### config.mk
export PLATFORM = sky130hd
export DESIGN_NAME = m_seq_checker_sat_counter
export DESIGN_NICKNAME = d
export VERILOG_FILES = /design/src/rtl/m_seq_checker_sat_counter.sv
export SDC_FILE = /design/constraint.sdc
export NUM_CORES = 1
export LEC_CHECK = 0
export BUFFER_PORTS_ARGS = -buffer_cell sky130_fd_sc_hd__buf_2
export CORE_AREA = 5 5 50 52
export DETAILED_ROUTE_END_ITERATION = 8
export DIE_AREA = 0 0 55 57
export PLACE_DENSITY = 0.71
export SLEW_MARGIN = 20
export SYNTH_ARGS = -nofsm -noshare
export SYNTH_HDL_FRONTEND = slang
export SYNTH_SLANG_ARGS = --single-unit
### constraint.sdc
create_clock -name clk -period 1.9 [get_ports clk]
set_input_delay 0.095 -clock clk [delete_from_list [all_inputs] [get_ports clk]]
set_output_delay 0.095 -clock clk [all_outputs]
set_load 0.05 [all_outputs]
### src/rtl/m_seq_checker_sat_counter.sv
// Saturating up-counter with synchronous clear (clear wins over increment).
module m_seq_checker_sat_counter #(
    parameter int W = 16
) (
    input  logic         clk,
    input  logic         rst_n,
    input  logic         inc,
    input  logic         clr,
    output logic [W-1:0] cnt
);

    logic [W-1:0] r_cnt;

    // NOTE: sequential state is written with non-blocking assignments only,
    // so every flop samples the values from before the clock edge.
    always_ff @(posedge clk or negedge rst_n) begin
        if (!rst_n) begin
            r_cnt <= '0;
        end else if (clr) begin
            r_cnt <= '0;
        end else if (inc && (r_cnt != '1)) begin
            r_cnt <= r_cnt + W'(1);
        end
    end

    assign cnt = r_cnt;

endmodule

==> flow_summary.json <==
{
  "ys_ff_latch": 16,
  "post_drt_wl_per_cell_um": 14.70,
  "dieArea_sq_mm": 0.003135,
  "initialDrtViolationCount": 17,
  "ant_nets": 0,
  "initial_core_util_pct": 45.66,
  "synth_top_cell_by_area": "dfrtp_1",
  "min_period_ps": 1834,
  "clock_path_buffers": 2,
  "grt_max_degree": 23,
  "fillers": 190,
  "clk_pin_slew_ps": 100,
  "dp.final_hpwl_mm": 1.618,
  "grt_antenna_before_repair": 0,
  "r2r_cells": 6,
  "final_layout_size_suffix_gt1_share_pct": 44.09,
  "core_area_sq_mm": 0.002063,
  "relSlewSlack_pct": 60.67,
  "cts_tree": "yes",
  "grt_pass1_wl_mm": 3.753,
  "crit_chain": "ha_2, nand4_2, nor4_4, buf_4, or4_2, a21oi_2",
  "synth.most_common_cell": "dfrtp_1",
  "cts.sinks": 16,
  "hp-class": "input port to flip-flop",
  "crit_required_ps": 2120,
  "overflow": 0,
  "drc": 0,
  "cap_violations": 0,
  "gp_congestion": 0.7560,
  "slowest_stage": "or4_2",
  "cts_buffers": 3,
  "cp_max_fo": 13,
  "p_leak_nw": 0.5307,
  "io_buffers": 19,
  "synth_area_leaders": "dfrtp_1, a21oi_1, o31ai_1",
  "outcome": "finished, final reports clean",
  "area_delta_synth_final_pct": 26.69,
  "cts_root_buffer": "clkbuf_4",
  "antenna_cells": 0,
  "netlist_instances": 98,
  "fin_crit_sh_pct": 96.52,
  "final_nets": 133,
  "clock_skew_ps": 1.198,
  "yosysUniqueCellTypes": 28,
  "hold_viol": 0,
  "max_freq_ghz": 0.5453,
  "syn_nets": 103,
  "preCtsSetupSlack_ps": 19.83,
  "setup_viol": 0,
  "drt-vias-per-instance": 5.755,
  "drv_slew": 0,
  "holdPathStages": 3,
  "post-synth-top-area-fraction_pct": 42.50,
  "track_usage_pct": 15.92,
  "rows": 17,
  "postLayoutCoreUtil_pct": 57.85,
  "cts_max_level": 1,
  "avgSynthCellArea_sq_um": 9.614,
  "cp-end-kind": "flip-flop",
  "yosysSeqAreaShare_pct": 42.50,
  "num_io_pins": 20,
  "largest_reg_flops": 16,
  "routed_wl_mm": 2.279,
  "die_w_um": 55,
  "worst_pin_slew_ps": 589.3,
  "vias": 892,
  "fp.dieH_um": 57,
  "grt_pass1_vias": 841,
  "fin_ws_ps": 66.09,
  "cp-start-kind": "flip-flop",
  "insertion_delay_ps": 280,
  "max_stage_delay_ps": 630,
  "path_buf_inv": 1,
  "ys.flop_type": "dfrtp_1",
  "critPathTopFamily": "simple AND/OR/NAND/NOR gates",
  "finalSetupTns_ps": 0,
  "yosysWarnings": 0,
  "power_density_mw_per_mm2": 526.7,
  "rsz0062_at_grt": "no",
  "async_reset_ff_share_pct": 100.0,
  "cp.arrival_ps": 2050,
  "synth_commonest_cells": "dfrtp_1, a21oi_1, o31ai_1",
  "first_pass_iters": 4,
  "synth_edf_count": 0,
  "ir_drop_uv": 355.3,
  "critPathKind": "flip-flop to flip-flop",
  "synthesis.area_sq_um": 942.2,
  "crit_cells": 6
}
-- area by class of cell --
cell class              instances  area [sq um]  share of cell area (%)
multi-input cells              74         516.7                   43.29
flip-flops and latches         16         414.1                   34.70
repair buffers                 30         180.2                   15.09
clock buffers                   4         36.28                   3.040
well taps                      28         35.03                   2.935
inverters                       3         11.26                  0.9434
-- logic make-up (layout without fill, tap and decap cells) --
| group | count (synthesis) | count (layout) | synth area share, % |
|---|---|---|---|
| AOI/OAI and AO/OA | 24 | 24 | 16.20 |
| adders and majority gates | 1 | 1 | 1.328 |
| buffers and inverters | 8 | 37 | 3.983 |
| DFF | 16 | 16 | 42.50 |
| muxes | 4 | 4 | 4.781 |
| and+or+nand+nor | 45 | 45 | 31.21 |
-- per-layer routing --
layer	global-route usage [%]	vias to the layer above	part of all wire, %
met5	0	-	0
met4	4.167	0	0.48
met3	2.350	2	3.9
met2	26.69	14	50
met1	20.95	438	45
li1	-	438	-
-- cells in the final DEF (no fill, tap or decap), drive strengths merged, types with 4 or more instances in the layout --
cell type | Yosys | routed
nor4 | 5 | 5
nor2b | 4 | 4
nor2 | 4 | 4
clkbuf | 4 | 4
mux2 | 4 | 4
o21ai | 4 | 4
a21oi | 11 | 11
dfrtp | 16 | 16
nand2 | 6 | 6
buf | 1 | 29
or4 | 7 | 7
o31ai | 7 | 7
nand4 | 7 | 7
-- worst register-to-register path, delay by kind of cell (launching register included) --
family / cells / cell delay [ps]
AO/OA/AOI/OAI: 1 / 150
adder cells (fa/ha/maj): 1 / 200
buffers and inverters: 1 / 180
flip-flops: 1 / 440
AND/OR/NAND/NOR: 3 / 800
-- report_power, final --
| part | switching (mW) | internal (mW) |
|---|---|---|
| clock | 0.113 | 0.116 |
| sequential | 0.00324 | 0.344 |
| combinational | 0.0389 | 0.0133 |
-- path summary, 6_finish.rpt --
| kind | start | to | slack [ps] |
|---|---|---|---|
| setup / recovery | cnt[1] | cnt[3] | 70 |
| hold reg to reg | cnt[0] | cnt[0] | 590 |
| max in group asynchronous | rst_n | cnt[10] | 1350 |
| setup reg to reg | cnt[1] | cnt[3] | 70 |
| min in group asynchronous | rst_n | cnt[4] | 250 |
| hold / removal | inc | cnt[1] | 100 |
-- per-stage QoR --
stage          area [sq um]  hold WS (ps)  cells  power, mW
5_1_grt                1194         93.98    155     0.6563
3_3_place_gp           1120         34.87    148     0.4017
6_report               1194         96.66    155     0.6287
4_1_cts                1166         91.95    153     0.6369
2_1_floorplan         955.9        -200.6     98     0.3844
3_5_place_dp           1120         39.00    148     0.4026
-- repair_timing --
action	CTS	global route
endpoints found under the hold margin	16	0
hold buffers	1	0
endpoints found under the setup margin	0	11
resized for setup	0	3
buffers inserted	0	2
(Power assumes the default switching activity.)
